## src/rtl/sme_feeder_pkg.sv

```systemverilog
// Shared constants, state encoding and bus payload type for the string-matching engine feeder.
package sme_pkg;

  localparam int unsigned STR_DEPTH = 32;
  localparam int unsigned PAT_DEPTH = 10;
  localparam int unsigned STR_IW    = $clog2(STR_DEPTH);
  localparam int unsigned PAT_IW    = $clog2(PAT_DEPTH);

  localparam logic [7:0] HAT    = 8'h5E;
  localparam logic [7:0] DOLLAR = 8'h24;
  localparam logic [7:0] DOT    = 8'h2E;
  localparam logic [7:0] SPACE  = 8'h20;

  typedef enum logic [2:0] {
    IDLE     = 3'd0,
    SEND_STR = 3'd1,
    SEND_PAT = 3'd2,
    GAP      = 3'd3,
    WAIT     = 3'd4,
    REPORT   = 3'd5
  } state_t;

  // One character beat toward the engine.
  typedef struct packed {
    logic       isstring;
    logic       ispattern;
    logic [7:0] chardata;
  } sme_char_t;

endpackage

```

## src/rtl/sme_feeder_if.sv

```systemverilog
// Host and engine signals of the feeder; master is the feeder, slave is the host/engine side.
interface sme_feeder_if;
  import sme_pkg::*;

  logic              wr_en;
  logic              wr_sel;
  logic [7:0]        wr_data;
  logic              clear;
  logic              start;
  logic              keep_string;
  logic              busy;
  logic              done;
  logic              res_match;
  logic [STR_IW-1:0] res_index;
  logic              timeout_err;
  logic              ovf;
  logic [7:0]        chardata;
  logic              isstring;
  logic              ispattern;
  logic              sme_valid;
  logic              sme_match;
  logic [STR_IW-1:0] sme_match_index;

  modport master (
    input  wr_en, wr_sel, wr_data, clear, start, keep_string,
    input  sme_valid, sme_match, sme_match_index,
    output busy, done, res_match, res_index, timeout_err, ovf,
    output chardata, isstring, ispattern
  );

  modport slave (
    output wr_en, wr_sel, wr_data, clear, start, keep_string,
    output sme_valid, sme_match, sme_match_index,
    input  busy, done, res_match, res_index, timeout_err, ovf,
    input  chardata, isstring, ispattern
  );

endinterface

```

## src/rtl/sme_feeder_char_buf.sv

```systemverilog
// Append-only character buffer with length counter, sticky overflow flag and indexed read.
module sme_char_buf #(
  parameter int unsigned DEPTH = 32
) (
  input  logic                         clk,
  input  logic                         reset,
  input  logic                         clear,
  input  logic                         wr_en,
  input  logic [7:0]                   wr_data,
  input  logic [$clog2(DEPTH)-1:0]     rd_idx,
  output logic [7:0]                   rd_data_c,
  output logic [$clog2(DEPTH+1)-1:0]   len,
  output logic                         ovf
);

  localparam int unsigned AW = $clog2(DEPTH);
  localparam int unsigned LW = $clog2(DEPTH + 1);

  logic [7:0] mem [DEPTH];
  logic       full_c;

  assign full_c    = (len == LW'(DEPTH));
  assign rd_data_c = mem[rd_idx];

  // Length and overflow; clear wins over a same-cycle write.
  always_ff @(posedge clk) begin
    if (!reset) begin
      len <= '0;
      ovf <= 1'b0;
    end else if (clear) begin
      len <= '0;
      ovf <= 1'b0;
    end else if (wr_en) begin
      if (full_c) ovf <= 1'b1;
      else        len <= len + LW'(1);
    end
  end

  // Storage is not reset; only the length defines valid contents.
  always_ff @(posedge clk) begin
    if (reset && !clear && wr_en && !full_c) mem[len[AW-1:0]] <= wr_data;
  end

endmodule

```

## src/rtl/sme_feeder.sv

```systemverilog
// Serialises host-loaded string and pattern buffers to the matching engine and returns its result.
module sme_feeder
  import sme_pkg::*;
#(
  parameter int unsigned STR_DEPTH = sme_pkg::STR_DEPTH,
  parameter int unsigned PAT_DEPTH = sme_pkg::PAT_DEPTH,
  parameter int unsigned TIMEOUT   = 1024
) (
  input  logic         clk,
  input  logic         reset,
  sme_feeder_if.master bus
);

  localparam int unsigned SLW = $clog2(STR_DEPTH + 1);
  localparam int unsigned PLW = $clog2(PAT_DEPTH + 1);
  localparam int unsigned SAW = $clog2(STR_DEPTH);
  localparam int unsigned PAW = $clog2(PAT_DEPTH);
  localparam int unsigned CW  = $clog2(TIMEOUT);

  state_t            state, state_n;
  logic [SLW-1:0]    idx, idx_n;
  logic [CW-1:0]     wcnt, wcnt_n;
  logic              str_sent, str_sent_n;
  logic              cap_match, cap_match_n;
  logic              cap_tmo, cap_tmo_n;
  logic [STR_IW-1:0] cap_index, cap_index_n;

  logic [SLW-1:0]    str_len;
  logic [PLW-1:0]    pat_len;
  logic [7:0]        str_rd_c, pat_rd_c;
  logic              str_ovf, pat_ovf;
  logic              in_idle_c, start_ok_c;

  sme_char_t         tx_d, tx_q;
  logic              busy_d, done_d, tmo_d, match_d, ovf_d;
  logic [STR_IW-1:0] index_d;

  assign in_idle_c  = (state == IDLE);
  assign start_ok_c = bus.start && (pat_len != '0) &&
                      ((str_len != '0) || (bus.keep_string && str_sent));

  sme_char_buf #(.DEPTH(STR_DEPTH)) u_str_buf (
    .clk       (clk),
    .reset     (reset),
    .clear     (bus.clear && in_idle_c),
    .wr_en     (bus.wr_en && !bus.wr_sel && in_idle_c),
    .wr_data   (bus.wr_data),
    .rd_idx    (idx[SAW-1:0]),
    .rd_data_c (str_rd_c),
    .len       (str_len),
    .ovf       (str_ovf)
  );

  sme_char_buf #(.DEPTH(PAT_DEPTH)) u_pat_buf (
    .clk       (clk),
    .reset     (reset),
    .clear     (bus.clear && in_idle_c),
    .wr_en     (bus.wr_en && bus.wr_sel && in_idle_c),
    .wr_data   (bus.wr_data),
    .rd_idx    (idx[PAW-1:0]),
    .rd_data_c (pat_rd_c),
    .len       (pat_len),
    .ovf       (pat_ovf)
  );

  assign bus.isstring  = tx_q.isstring;
  assign bus.ispattern = tx_q.ispattern;
  assign bus.chardata  = tx_q.chardata;

  // State, datapath and output registers.
  always_ff @(posedge clk) begin
    if (!reset) begin
      state           <= IDLE;
      idx             <= '0;
      wcnt            <= '0;
      str_sent        <= 1'b0;
      cap_match       <= 1'b0;
      cap_tmo         <= 1'b0;
      cap_index       <= '0;
      tx_q            <= '0;
      bus.busy        <= 1'b0;
      bus.done        <= 1'b0;
      bus.timeout_err <= 1'b0;
      bus.res_match   <= 1'b0;
      bus.res_index   <= '0;
      bus.ovf         <= 1'b0;
    end else begin
      state           <= state_n;
      idx             <= idx_n;
      wcnt            <= wcnt_n;
      str_sent        <= str_sent_n;
      cap_match       <= cap_match_n;
      cap_tmo         <= cap_tmo_n;
      cap_index       <= cap_index_n;
      tx_q            <= tx_d;
      bus.busy        <= busy_d;
      bus.done        <= done_d;
      bus.timeout_err <= tmo_d;
      bus.res_match   <= match_d;
      bus.res_index   <= index_d;
      bus.ovf         <= ovf_d;
    end
  end

  // Next-state and job bookkeeping.
  always_comb begin
    state_n     = state;
    idx_n       = idx;
    wcnt_n      = wcnt;
    str_sent_n  = str_sent;
    cap_match_n = cap_match;
    cap_tmo_n   = cap_tmo;
    cap_index_n = cap_index;
    case (state)
      IDLE: begin
        if (start_ok_c) begin
          idx_n   = '0;
          state_n = (bus.keep_string && str_sent) ? SEND_PAT : SEND_STR;
        end
      end
      SEND_STR: begin
        if ((idx + SLW'(1)) == str_len) begin
          idx_n      = '0;
          str_sent_n = 1'b1;
          state_n    = SEND_PAT;
        end else begin
          idx_n = idx + SLW'(1);
        end
      end
      SEND_PAT: begin
        if ((idx + SLW'(1)) == SLW'(pat_len)) begin
          idx_n   = '0;
          state_n = GAP;
        end else begin
          idx_n = idx + SLW'(1);
        end
      end
      GAP: begin
        wcnt_n  = '0;
        state_n = WAIT;
      end
      WAIT: begin
        // A result arriving on the final counted cycle still counts as valid.
        if (bus.sme_valid) begin
          cap_match_n = bus.sme_match;
          cap_index_n = bus.sme_match_index;
          cap_tmo_n   = 1'b0;
          state_n     = REPORT;
        end else if (wcnt == CW'(TIMEOUT - 1)) begin
          cap_match_n = 1'b0;
          cap_index_n = '0;
          cap_tmo_n   = 1'b1;
          str_sent_n  = 1'b0;
          state_n     = REPORT;
        end else begin
          wcnt_n = wcnt + CW'(1);
        end
      end
      REPORT:  state_n = IDLE;
      default: state_n = IDLE;
    endcase
  end

  // Output values; everything lags the state by one register stage so data and strobes align.
  always_comb begin
    tx_d    = '0;
    busy_d  = (state != IDLE);
    done_d  = 1'b0;
    tmo_d   = 1'b0;
    match_d = bus.res_match;
    index_d = bus.res_index;
    ovf_d   = str_ovf || pat_ovf;
    case (state)
      SEND_STR: begin
        tx_d.isstring = 1'b1;
        tx_d.chardata = str_rd_c;
      end
      SEND_PAT: begin
        tx_d.ispattern = 1'b1;
        tx_d.chardata  = pat_rd_c;
      end
      REPORT: begin
        done_d  = 1'b1;
        tmo_d   = cap_tmo;
        match_d = cap_match;
        index_d = cap_index;
      end
      default: ;
    endcase
  end

endmodule

```

## src/flat_wrapper.sv

```systemverilog
// flat-port wrapper written by rule: the top's interface ports become plain ports
module sme_feeder_flat import sme_pkg::*;
#(
  parameter int unsigned STR_DEPTH = sme_pkg::STR_DEPTH,
  parameter int unsigned PAT_DEPTH = sme_pkg::PAT_DEPTH,
  parameter int unsigned TIMEOUT   = 1024
)
  (clk, reset, bus_wr_en, bus_wr_sel, bus_wr_data, bus_clear, bus_start, bus_keep_string, bus_sme_valid, bus_sme_match, bus_sme_match_index, bus_busy, bus_done, bus_res_match, bus_res_index, bus_timeout_err, bus_ovf, bus_chardata, bus_isstring, bus_ispattern);
  sme_feeder_if bus_i ();
  input  logic clk;
  input  logic reset;
  input wire logic [$bits(bus_i.wr_en)-1:0] bus_wr_en;
  input wire logic [$bits(bus_i.wr_sel)-1:0] bus_wr_sel;
  input wire logic [$bits(bus_i.wr_data)-1:0] bus_wr_data;
  input wire logic [$bits(bus_i.clear)-1:0] bus_clear;
  input wire logic [$bits(bus_i.start)-1:0] bus_start;
  input wire logic [$bits(bus_i.keep_string)-1:0] bus_keep_string;
  input wire logic [$bits(bus_i.sme_valid)-1:0] bus_sme_valid;
  input wire logic [$bits(bus_i.sme_match)-1:0] bus_sme_match;
  input wire logic [$bits(bus_i.sme_match_index)-1:0] bus_sme_match_index;
  output wire logic [$bits(bus_i.busy)-1:0] bus_busy;
  output wire logic [$bits(bus_i.done)-1:0] bus_done;
  output wire logic [$bits(bus_i.res_match)-1:0] bus_res_match;
  output wire logic [$bits(bus_i.res_index)-1:0] bus_res_index;
  output wire logic [$bits(bus_i.timeout_err)-1:0] bus_timeout_err;
  output wire logic [$bits(bus_i.ovf)-1:0] bus_ovf;
  output wire logic [$bits(bus_i.chardata)-1:0] bus_chardata;
  output wire logic [$bits(bus_i.isstring)-1:0] bus_isstring;
  output wire logic [$bits(bus_i.ispattern)-1:0] bus_ispattern;
  assign bus_i.wr_en = bus_wr_en;
  assign bus_i.wr_sel = bus_wr_sel;
  assign bus_i.wr_data = bus_wr_data;
  assign bus_i.clear = bus_clear;
  assign bus_i.start = bus_start;
  assign bus_i.keep_string = bus_keep_string;
  assign bus_i.sme_valid = bus_sme_valid;
  assign bus_i.sme_match = bus_sme_match;
  assign bus_i.sme_match_index = bus_sme_match_index;
  assign bus_busy = bus_i.busy;
  assign bus_done = bus_i.done;
  assign bus_res_match = bus_i.res_match;
  assign bus_res_index = bus_i.res_index;
  assign bus_timeout_err = bus_i.timeout_err;
  assign bus_ovf = bus_i.ovf;
  assign bus_chardata = bus_i.chardata;
  assign bus_isstring = bus_i.isstring;
  assign bus_ispattern = bus_i.ispattern;
  sme_feeder #(.STR_DEPTH(STR_DEPTH), .PAT_DEPTH(PAT_DEPTH), .TIMEOUT(TIMEOUT)) u_core (.clk(clk), .reset(reset), .bus(bus_i));
endmodule
```

## config.mk

```make
export PLATFORM = sky130hd
export DESIGN_NAME = sme_feeder_flat
export DESIGN_NICKNAME = d
export VERILOG_FILES = /design/src/rtl/sme_feeder_pkg.sv /design/src/rtl/sme_feeder_if.sv /design/src/rtl/sme_feeder_char_buf.sv /design/src/rtl/sme_feeder.sv /design/src/flat_wrapper.sv
export SDC_FILE = /design/constraint.sdc
export NUM_CORES = 1
export LEC_CHECK = 0
export BUFFER_PORTS_ARGS = -buffer_cell sky130_fd_sc_hd__buf_2
export CAP_MARGIN = 30
export CORE_AREA = 4 4 184 186
export CTS_CLUSTER_SIZE = 14
export DETAILED_ROUTE_END_ITERATION = 8
export DIE_AREA = 0 0 188 190
export HOLD_SLACK_MARGIN = 0.12
export MAX_ROUTING_LAYER = met4
export PLACE_DENSITY_LB_ADDON = 0.1
export SYNTH_ARGS = -nofsm -noshare
export SYNTH_HDL_FRONTEND = slang
export SYNTH_SLANG_ARGS = --single-unit
export TNS_END_PERCENT = 50
```

## constraint.sdc

```tcl
create_clock -name clk -period 7 [get_ports clk]
set_input_delay 0 -clock clk [delete_from_list [all_inputs] [get_ports clk]]
set_output_delay 0 -clock clk [all_outputs]
set_load 0.005 [all_outputs]
```

==> impl_metrics.toml <==
[logic_synthesis]
yosysUniqueCellTypes = 58
yosysTopAreaCell = "edfxtp_1"
synth_cells = 874
syn-num-nets = 906
yosys_warnings = 0
synth-main-ff-cell = "edfxtp_1"
avgSynthCellArea_sq_um = 18.15
syn_area_sq_um = 15860
synth-seq-cells = 400
synth_top_area_frac = 0.6362
async_flop_share = 0
yosysSeqAreaShare = 0.7170
synth_edf_count = 336
ys_top_cells_by_area = "edfxtp_1 64%, mux4_2 14%, dfxtp_1 8.1%"

[global_routing]
grt_usage = 0.1986
antenna_found_initial = 0
overflow = 0
first_global_vias = 8401
grt_pass1_wl_mm = 52.44
grt_max_degree = 65

[layout]
diodes = 0
nFillCells = 2474
area_growth_pct = 13.79
layout_common_cells = "336 x edfxtp_1, 96 x mux4_2, 82 x nor2_1"
final_util = 0.5589
final_cell_area_sq_um = 18050
drive_gt1_frac = 0.2338
final_common_cell = "edfxtp_1"
final_nets = 974

[sta]
slew_headroom = 0.3494
finClkSkew_ps = 11.64
setup_viol = 0
drv_slew = 0
fmax_mhz = 312.5
rsz0062_at_grt = "false"
hold_viol = 0
worst_pin_slew_ps = 975.8
timing.final.crit_share = 0.4571
setup_tns_ps = 0
period_needed_ps = 3200

[setup_path]
slowest_stage = "nor2_1"
start_kind = "flip-flop"
arrival_ps = 3340
crit_fanout = 12
crit_chain = "or3_1 > a311oi_2 > nand4_1 > nor2_1"
crit_type = "reg -> reg"
critical_path_buf_inv_count = 0
cp.required_ps = 7140
cpPeakStageDelay_ps = 840
crit_family = "simple AND/OR/NAND/NOR gates"
endpoint_kind = "flip-flop"

[power_and_ir_drop]
ir_drop_mv = 0.2079
p_leak_nw = 5.699
p_total_mw = 5.569
power_density_nw_per_um2 = 308.6

[clocking]
clkTransAtPathRegs_ps = 60
cts_root_buf = "clkbuf_16"
cts_tree = "done"
clock_latency_ps = 530
post_cts_buffers = 0
clock_path_buffers = 3
cts_buffers = 42
clock-sinks = 400
holdBufCountCts = 21
cts_resized = 0
cts_max_level = 2

[floorplan]
start_util = 0.4912
io_pins = 42
die_h_um = 190
core_sq_um = 32290
std_cell_rows = 66
die_area_sq_um = 35720
die_x_um = 188

[routing]
detail_route.wl_per_cell_um = 23.97
avgViaCountPerCell = 5.699
dr.first_iter.drc_count = 682
antenna_left = 0
vias = 8076
detail_route.first_pass.iterations = 5
drcViolationCount = 0
drt_wl_total_mm = 33.96

[placed_design]
port_buffers = 41
dp_hpwl_mm = 22.06
gp_congestion = 0.8462
place_area_sq_um = 16470

[job]
max_cap_violations = 0

[hold_path]
hold_class = "in -> reg"

[outcome]
outcome = "finished clean"
worst register-to-register path, stage by stage (launching register included):
cell      delay, ps
dfxtp_1         420
or3_1           480
a311oi_2        520
nand4_1         560
nor2_1          840
synthesized netlist by cell type, drive strengths merged (2+ instances only):
master  count
a21o        2
a21oi      14
a22oi       6
a311oi      2
a31oi       2
and2       16
and3        3
buf        16
clkbuf     28
dfxtp      64
edfxtp    336
ha         10
inv        10
mux2        8
mux2i      24
mux4       96
nand2      32
nand2b      6
nand3      10
nand3b      6
nand4       5
nor2       82
nor2b       2
nor3       10
nor3b       5
nor4        5
nor4b       2
o21ai      12
o22ai       9
o31ai       3
or2         3
or3         3
or3b        3
xnor2      14
xor2        9
xor3        2
cells by family (layout without fill, tap and decap cells):
logic type	count (synthesis)	count (layout)	synth area share
flops	400	400	0.7170
fa+ha+maj	10	10	0.007890
compound gates	61	61	0.02611
buf+inv	55	156	0.01554
xor+xnor	26	26	0.01712
simple gates	194	194	0.05917
mux	128	128	0.1572
metrics by stage:
stage / hold WS, ps / setup slack [ps] / instances
after floorplan: 98.87 / 4645 / 874
after global placement: 235.4 / 3750 / 1319
after detailed placement: 249.5 / 3732 / 1319
after CTS: 129.6 / 3727 / 1417
after global routing: 157.7 / 3596 / 1417
final: 127.4 / 3800 / 1417
final timing paths:
path / start / slack [ps] / end / depth (start not counted)
setup / recovery: u_core.state[2]$_SDFFE_PN0P_ / 3800 / u_core.u_str_buf.mem[19][5]$_DFFE_PP_ / 4
hold / removal: bus_wr_data[1] / 130 / u_core.u_str_buf.mem[9][1]$_DFFE_PP_ / 1
setup reg to reg: u_core.state[2]$_SDFFE_PN0P_ / 3800 / u_core.u_str_buf.mem[19][5]$_DFFE_PP_ / 4
hold reg to reg: u_core.cap_tmo$_SDFFE_PN0P_ / 470 / u_core.bus.timeout_err$_SDFF_PN0_ / 1
state kept, by name (all words and copies together), names as in the netlist, named ones only:
| name | cells |
|---|---|
| u_core.bus.busy | 1 |
| u_core.bus.chardata | 8 |
| u_core.bus.done | 1 |
| u_core.bus.ispattern | 1 |
| u_core.bus.isstring | 1 |
| u_core.bus.ovf | 1 |
| u_core.bus.res_index | 5 |
| u_core.bus.res_match | 1 |
| u_core.bus.timeout_err | 1 |
| u_core.cap_index | 5 |
| u_core.cap_match | 1 |
| u_core.cap_tmo | 1 |
| u_core.idx | 6 |
| u_core.state | 3 |
| u_core.str_sent | 1 |
| u_core.u_pat_buf.len | 4 |
| u_core.u_pat_buf.mem | 80 |
| u_core.u_pat_buf.ovf | 1 |
| u_core.u_str_buf.len | 6 |
| u_core.u_str_buf.mem | 256 |
| u_core.u_str_buf.ovf | 1 |
| u_core.wcnt | 10 |
per-layer routing:
layer	part of all wire	vias up	global-route usage
li1	-	3607	-
met5	0	-	-
met1	0.44	4231	0.2700
met3	0.041	38	0.02642
met4	0.013	0	0.03896
met2	0.51	200	0.3296
layout make-up:
cell class,instances,area (sq um),share of cell area
clock inverters,31,282.8,0.01567
well taps,442,553.0,0.03065
clock buffers,46,1087,0.06025
inverters,11,41.29,0.002288
multi-input cells,419,4242,0.2350
repair buffers,68,460.4,0.02551
flip-flops and latches,400,11380,0.6306
power by group:
group          internal (mW)  total [mW]  switching [mW]  leakage [nW]
logic                  0.363       0.707           0.343          1.48
registers               2.61        2.68          0.0711          3.54
clock network           1.31        2.18           0.876         0.680
total                   4.28        5.57            1.29          5.70
Power figures use the tool's default switching activity.
